## config.mk

```make
export PLATFORM = sky130hd
export DESIGN_NAME = dcache_seq_tester
export DESIGN_NICKNAME = d
export VERILOG_FILES = /design/src/rtl/dcache_tb_pkg.sv /design/src/rtl/dcache_seq_tester_lfsr32.sv /design/src/rtl/dcache_seq_tester.sv
export SDC_FILE = /design/constraint.sdc
export NUM_CORES = 1
export LEC_CHECK = 0
export ABC_AREA = 1
export BUFFER_PORTS_ARGS = -buffer_cell sky130_fd_sc_hd__buf_2
export CORE_MARGIN = 2
export CORE_UTILIZATION = 55
export DETAILED_ROUTE_END_ITERATION = 10
export PLACE_DENSITY_LB_ADDON = 0.25
export SLEW_MARGIN = 20
export SYNTH_ARGS = -nofsm -noshare
export SYNTH_HDL_FRONTEND = slang
export SYNTH_HIERARCHICAL = 1
export SYNTH_SLANG_ARGS = --single-unit
```

## constraint.sdc

```tcl
create_clock -name clk -period 2.95 [get_ports clk]
set_input_delay 0.1475 -clock clk [delete_from_list [all_inputs] [get_ports clk]]
set_output_delay 0.1475 -clock clk [all_outputs]
set_load 0.1 [all_outputs]
```

## src/rtl/dcache_tb_pkg.sv

```systemverilog
// Shared types and helpers for the Dcache sequence tester: FSM states,
// LFSR step function and byte-masked data compare.
package dcache_tb_pkg;

  typedef enum logic [2:0] {
    S_IDLE,
    S_WR,
    S_RD,
    S_RWAIT,
    S_DONE
  } state_e;

  // Galois form of x^32 + x^22 + x^2 + x + 1, shifting right.
  localparam logic [31:0] LFSR_TAPS         = 32'h8020_0003;
  localparam logic [31:0] DEFAULT_LFSR_SEED = 32'hACE1_2345;

  // Widest data bus the compare helper accepts; callers zero-extend.
  localparam int MAX_DATA_W = 512;

  function automatic logic [31:0] lfsr_next(input logic [31:0] s);
    return {1'b0, s[31:1]} ^ (s[0] ? LFSR_TAPS : 32'h0);
  endfunction

  function automatic logic masked_mismatch(input logic [MAX_DATA_W-1:0]   a,
                                           input logic [MAX_DATA_W-1:0]   b,
                                           input logic [MAX_DATA_W/8-1:0] sel);
    logic [MAX_DATA_W-1:0] diff;
    diff            = a ^ b;
    masked_mismatch = 1'b0;
    for (int i = 0; i < MAX_DATA_W / 8; i++) begin
      if (sel[i] && (diff[8*i +: 8] != 8'h00)) masked_mismatch = 1'b1;
    end
  endfunction

endpackage

```

## src/rtl/dcache_seq_tester_lfsr32.sv

```systemverilog
// 32-bit Galois LFSR with synchronous reseed; reset also loads the seed.
module lfsr32
  import dcache_tb_pkg::*;
(
  input  logic        clk,
  input  logic        rst,
  input  logic        load,
  input  logic [31:0] seed,
  input  logic        step,
  output logic [31:0] q
);

  logic [31:0] q_q;
  logic [31:0] q_d;

  always_comb begin
    q_d = q_q;
    if (load)      q_d = seed;
    else if (step) q_d = lfsr_next(q_q);
  end

  always_ff @(posedge clk) begin
    if (rst) q_q <= seed;
    else     q_q <= q_d;
  end

  assign q = q_q;

endmodule

```

## src/rtl/dcache_seq_tester.sv

```systemverilog
// Dcache bring-up traffic generator/checker: writes LFSR data to a strided
// range, reads it back through a stall/rvalid handshake and scores mismatches.
module dcache_seq_tester
  import dcache_tb_pkg::*;
#(
  parameter int                   DATA_W      = 32,
  parameter int                   ADDR_W      = 32,
  parameter int                   N_ENTRIES   = 16,
  parameter logic [ADDR_W-1:0]    ADDR_BASE   = '0,
  parameter int                   ADDR_STRIDE = 16,
  parameter logic [DATA_W/8-1:0]  SEL_MASK    = '1,
  parameter logic [31:0]          LFSR_SEED   = DEFAULT_LFSR_SEED,
  parameter int                   RD_TIMEOUT  = 64
) (
  input  logic                clk,
  input  logic                rst,
  input  logic                start_i,
  input  logic                mode_i,
  input  logic                dcache_stall_i,
  input  logic                dcache_rvalid_i,
  input  logic [DATA_W-1:0]   dcache_data_i,
  output logic [ADDR_W-1:0]   dcache_waddr_o,
  output logic [DATA_W-1:0]   dcache_wdata_o,
  output logic                dcache_wreq_o,
  output logic [ADDR_W-1:0]   dcache_raddr_o,
  output logic                dcache_rreq_o,
  output logic [DATA_W/8-1:0] dcache_sel_o,
  output logic                busy_o,
  output logic                done_o,
  output logic                pass_o,
  output logic [15:0]         err_count_o,
  output logic [15:0]         first_fail_idx_o
);

  localparam int SEL_W = DATA_W / 8;
  localparam int IDX_W = $clog2(N_ENTRIES + 1);
  localparam int TMO_W = $clog2(RD_TIMEOUT + 1);
  localparam logic [IDX_W-1:0] LAST_IDX = IDX_W'(N_ENTRIES - 1);
  localparam logic [TMO_W-1:0] TMO_LAST = TMO_W'(RD_TIMEOUT - 1);

  function automatic logic [DATA_W-1:0] expand(input logic [31:0] s);
    for (int i = 0; i < DATA_W; i++) expand[i] = s[i % 32];
  endfunction

  function automatic logic [ADDR_W-1:0] entry_addr(input logic [IDX_W-1:0] idx);
    return ADDR_BASE + ADDR_W'(idx) * ADDR_W'(ADDR_STRIDE);
  endfunction

  state_e              state_q, state_d;
  logic                mode_q, mode_d;
  logic [IDX_W-1:0]    idx_q, idx_d;
  logic [TMO_W-1:0]    tmo_q, tmo_d;
  logic                wreq_q, wreq_d;
  logic                rreq_q, rreq_d;
  logic [ADDR_W-1:0]   waddr_q, waddr_d;
  logic [ADDR_W-1:0]   raddr_q, raddr_d;
  logic [DATA_W-1:0]   wdata_q, wdata_d;
  logic [SEL_W-1:0]    sel_q, sel_d;
  logic                busy_q, busy_d;
  logic                done_q, done_d;
  logic                pass_q, pass_d;
  logic [15:0]         err_q, err_d;
  logic [15:0]         ff_q, ff_d;

  logic        gen_load, chk_load, chk_step, wr_acc;
  logic        rd_done, rd_tmo, rd_err;
  logic [31:0] gen_q, chk_q;

  assign wr_acc   = wreq_q & ~dcache_stall_i;
  assign rd_done  = (state_q == S_RWAIT) & dcache_rvalid_i;
  assign rd_tmo   = (state_q == S_RWAIT) & ~dcache_rvalid_i & (tmo_q == TMO_LAST);
  assign chk_step = rd_done | rd_tmo;
  assign rd_err   = rd_tmo |
                    (rd_done & masked_mismatch(MAX_DATA_W'(dcache_data_i),
                                               MAX_DATA_W'(expand(chk_q)),
                                               (MAX_DATA_W/8)'(SEL_MASK)));

  lfsr32 u_gen (
    .clk  (clk),
    .rst  (rst),
    .load (gen_load),
    .seed (LFSR_SEED),
    .step (wr_acc),
    .q    (gen_q)
  );

  lfsr32 u_chk (
    .clk  (clk),
    .rst  (rst),
    .load (chk_load),
    .seed (LFSR_SEED),
    .step (chk_step),
    .q    (chk_q)
  );

  always_comb begin
    // NOTE: every *_d gets its hold value first so no path leaves it unassigned
    // and no latch is inferred.
    state_d  = state_q;
    mode_d   = mode_q;
    idx_d    = idx_q;
    tmo_d    = tmo_q;
    wreq_d   = wreq_q;
    rreq_d   = rreq_q;
    waddr_d  = waddr_q;
    raddr_d  = raddr_q;
    wdata_d  = wdata_q;
    sel_d    = sel_q;
    busy_d   = busy_q;
    done_d   = done_q;
    pass_d   = pass_q;
    err_d    = err_q;
    ff_d     = ff_q;
    gen_load = 1'b0;
    chk_load = 1'b0;

    unique case (state_q)
      S_IDLE, S_DONE: begin
        if (start_i) begin
          state_d  = S_WR;
          mode_d   = mode_i;
          idx_d    = '0;
          err_d    = '0;
          ff_d     = 16'hFFFF;
          busy_d   = 1'b1;
          done_d   = 1'b0;
          pass_d   = 1'b0;
          gen_load = 1'b1;
          chk_load = 1'b1;
        end
      end
      // Each request is raised from an idle cycle so it always drops after acceptance.
      S_WR: begin
        if (!wreq_q) begin
          wreq_d  = 1'b1;
          waddr_d = entry_addr(idx_q);
          wdata_d = expand(gen_q);
          sel_d   = SEL_MASK;
        end else if (!dcache_stall_i) begin
          wreq_d = 1'b0;
          if (!mode_q) begin
            state_d = S_RD;
          end else if (idx_q == LAST_IDX) begin
            state_d = S_RD;
            idx_d   = '0;
          end else begin
            idx_d = idx_q + 1'b1;
          end
        end
      end
      S_RD: begin
        if (!rreq_q) begin
          rreq_d  = 1'b1;
          raddr_d = entry_addr(idx_q);
          sel_d   = SEL_MASK;
        end else if (!dcache_stall_i) begin
          rreq_d  = 1'b0;
          tmo_d   = '0;
          state_d = S_RWAIT;
        end
      end
      S_RWAIT: begin
        if (rd_done || rd_tmo) begin
          if (rd_err) begin
            err_d = (err_q == 16'hFFFF) ? err_q : err_q + 16'd1;
            if (ff_q == 16'hFFFF) ff_d = 16'(idx_q);
          end
          // NOTE: blocking assignments here, so pass_d sees the err_d just computed.
          if (idx_q == LAST_IDX) begin
            state_d = S_DONE;
            busy_d  = 1'b0;
            done_d  = 1'b1;
            pass_d  = (err_d == 16'd0);
          end else begin
            idx_d   = idx_q + 1'b1;
            state_d = mode_q ? S_RD : S_WR;
          end
        end else begin
          tmo_d = tmo_q + 1'b1;
        end
      end
      default: state_d = S_IDLE;
    endcase
  end

  always_ff @(posedge clk) begin
    if (rst) begin
      state_q <= S_IDLE;
      mode_q  <= 1'b0;
      idx_q   <= '0;
      tmo_q   <= '0;
      wreq_q  <= 1'b0;
      rreq_q  <= 1'b0;
      waddr_q <= '0;
      raddr_q <= '0;
      wdata_q <= '0;
      sel_q   <= '0;
      busy_q  <= 1'b0;
      done_q  <= 1'b0;
      pass_q  <= 1'b0;
      err_q   <= '0;
      ff_q    <= 16'hFFFF;
    end else begin
      state_q <= state_d;
      mode_q  <= mode_d;
      idx_q   <= idx_d;
      tmo_q   <= tmo_d;
      wreq_q  <= wreq_d;
      rreq_q  <= rreq_d;
      waddr_q <= waddr_d;
      raddr_q <= raddr_d;
      wdata_q <= wdata_d;
      sel_q   <= sel_d;
      busy_q  <= busy_d;
      done_q  <= done_d;
      pass_q  <= pass_d;
      err_q   <= err_d;
      ff_q    <= ff_d;
    end
  end

  assign dcache_waddr_o   = waddr_q;
  assign dcache_wdata_o   = wdata_q;
  assign dcache_wreq_o    = wreq_q;
  assign dcache_raddr_o   = raddr_q;
  assign dcache_rreq_o    = rreq_q;
  assign dcache_sel_o     = sel_q;
  assign busy_o           = busy_q;
  assign done_o           = done_q;
  assign pass_o           = pass_q;
  assign err_count_o      = err_q;
  assign first_fail_idx_o = ff_q;

endmodule

```

==> flow_summary.json <==
{
  "max-cap-violations": 0,
  "die_area_mm2": 0.0154,
  "crit_top_cell": "nand2_1",
  "drc_errors": 0,
  "drive_above_1_share_pct": 16.1,
  "grt_setup_unrepaired": "no",
  "start_util_pct": 56.9,
  "hold_viol_final": 0,
  "crit_buf_inv": 1,
  "ys_warn_count": 6,
  "port_buffers": 120,
  "io_pins": 175,
  "period_share_pct": 82.0,
  "fin_util_pct": 65.7,
  "path_delay_family": "simple AND/OR/NAND/NOR gates",
  "tightestPinTransition_ps": 600,
  "drt_first_pass_iters": 5,
  "syn_to_final_growth_pct": 15.4,
  "dieHeight_um": 124,
  "ant_nets": 0,
  "p_leak_nw": 4.48,
  "via_per_inst": 4.77,
  "critPathArrivalTime_ps": 2780,
  "syn_area_per_cell_um2": 7.63,
  "nets": 1251,
  "wirelength_um": 17200,
  "skew_ps": 14.7,
  "path_class": "reg2reg",
  "grt_pass1_wl_um": 28300,
  "clkSlewWorstSetupHoldPaths_ps": 60,
  "synth_cell_types": 40,
  "p_per_area_mw_per_mm2": 1090,
  "drt_iter0_drc": 507,
  "hold_path_class": "in2reg",
  "path_max_fanout": 28,
  "fin_setup_tns_ps": 0,
  "cts_buffers": 17,
  "wl_per_cell_um": 12.3,
  "crit_slowest_cell": "dfxtp_1",
  "peakVddDrop_mv": 0.821,
  "cts_htree_levels": 4,
  "ys_ff_latch": 150,
  "endpoint_kind": "register",
  "relSlewSlack_pct": 60.0,
  "die_w_um": 124,
  "grt_antenna_before_repair": 0,
  "synth-edff-count": 64,
  "gp_congestion": 0.933,
  "status": "finished, final reports clean",
  "setup_viol": 0,
  "cts_buffer_depth": 2,
  "ys.flop_type": "dfxtp_1",
  "rows": 43,
  "via_count": 6684,
  "clk-insertion-delay-late_ps": 430,
  "critPathLaunchType": "register",
  "core_mm2": 0.0140,
  "dp_hpwl_um": 11500,
  "report.final.slew_viol_count": 0,
  "synthArstFlopShare_pct": 0,
  "required_ps": 3310,
  "cts_num_sinks": 150,
  "cpPeakStageDelay_ps": 370,
  "synth-seq-area-share_pct": 45.8,
  "syn_inst": 1043,
  "root_buffer": "clkbuf_16",
  "grtUsageTotal_pct": 22.1,
  "grt_pass1_vias": 6004,
  "grt_max_degree": 43,
  "worstPathCellList": "ha_1 -> nand2_1 -> nor2_1 -> nand2_1 -> o21ai_2 -> buf_4 -> nand3_2 -> nor2_2 -> nand2_1 -> nand2_1 -> nand2_1 -> nor2_1 -> nand2_1 -> nor2_1 -> nand3_1 -> a21oi_2",
  "clock.fmax_mhz": 413,
  "grt-ovfl-total": 0,
  "cts_tree": "yes",
  "syn-cell-area_mm2": 0.00796,
  "finalCriticalPeriod_ps": 2420
}
[cells in the mapped netlist (3+ instances only)]
cell type	count	area share (%)
nand2_1	345	16
nor2_1	119	5.6
dfxtp_1	86	22
inv_1	81	3.8
buf_4	70	6.6
edfxtp_1	64	24
o21ai_0	60	3.8
nand3_1	39	2.5
a21oi_1	36	2.3
xnor2_1	27	3.0
clkbuf_1	16	0.75
nor3_1	11	0.69
buf_6	10	1.4
inv_2	9	0.42
xor2_1	7	0.77
buf_2	6	0.38
a211oi_1	5	0.47
ha_1	5	0.79
nand4_1	5	0.39
nor2_2	5	0.39
nor2_4	4	0.57
nand2_2	3	0.24
nor3_2	3	0.38
o21ai_2	3	0.33
[sequential cells by signal (all words and copies together), names as in the netlist, 5 cells and up]
register,count
dcache_waddr_o,5
err_count_o,16
u_chk/q,32
u_gen/q,32
dcache_wdata_o,32
first_fail_idx_o,6
dcache_raddr_o,5
idx_q,5
tmo_q,7
[per-stage QoR]
stage | cells | worst slack [ps] | hold slack (ps) | area (um^2) | power, mW
2_1_floorplan | 1159 | 305 | 226 | 8390 | 7.14
3_3_place_gp | 1368 | 622 | 397 | 8570 | 7.74
3_5_place_dp | 1368 | 551 | 406 | 8570 | 7.80
4_1_cts | 1401 | 547 | 38.2 | 9180 | 10.0
5_1_grt | 1401 | 193 | 68.5 | 9180 | 10.5
6_report | 1402 | 530 | 66.4 | 9180 | 9.97
[path summary, 6_finish.rpt]
kind	from	end	slack (ps)	depth (start not counted)
worst max register to register	tmo_q[0]	pass_o	530	16
worst min register to register	tmo_q[5]	tmo_q[5]	440	1
worst min-delay path	dcache_stall_i	dcache_wreq_o	70	3
worst max-delay path	tmo_q[0]	pass_o	530	16
[area by class of cell]
type	count	area, um^2
fillers	1261	4800
clock buffers	24	514
inverters	91	342
diodes	1	2.50
multi-input cells	816	3680
repair buffers	132	693
clock inverters	8	83.8
flip-flops and latches	150	3640
well taps	180	225
[metal layers]
| layer | up-vias | track usage, % | wire length (um) |
|---|---|---|---|
| li1 | 3446 | - | - |
| met1 | 3010 | 28.9 | 7750 |
| met2 | 218 | 36.6 | 8260 |
| met3 | 10 | 6.06 | 1120 |
| met4 | 0 | 5.42 | 114 |
| met5 | - | 0 | 0 |
[tightest hold or removal path, cell delays in order]
cell and delay [ps]:
buf_2 110, nor2_1 70, a21oi_1 120
[cell families (layout without fill, tap and decap cells)]
family / count (synthesis) / after routing / synth area share (%)
compound gates: 111 / 111 / 7.58
xor+xnor: 34 / 34 / 3.74
fa+ha+maj: 5 / 5 / 0.786
buf+inv: 193 / 255 / 13.4
flops: 150 / 150 / 45.8
other cells: 2 / 119 / 0.0944
simple gates: 548 / 548 / 28.6
[power by group]
group	switching [mW]	leakage [nW]	total (mW)	internal (mW)
logic	3.74	2.83	4.55	0.811
registers	0.364	1.36	3.24	2.87
clock network	0.869	0.296	2.19	1.32
[cell usage in the layout (no fill, tap or decap), drive strengths merged, types with 2 or more instances in the layout]
cell type	instances
o21ai	65
xor2	7
ha	5
nor4	2
buf	131
xnor2	27
nor3	15
nand4	5
a21oi	38
nand2	349
clkbuf	24
inv	93
or2	4
clkinv	5
a211oi	5
nor3b	2
edfxtp	64
dfxtp	86
conb	118
nor2	128
nand3	42
[repair_timing]
action                                  4_1_cts  5_1_grt
buffers inserted                              0        0
hold buffers                                  1        0
resized for setup                             0        0
endpoints found under the setup margin        0        0
endpoints found under the hold margin         1        0
(Power assumes the default switching activity.)
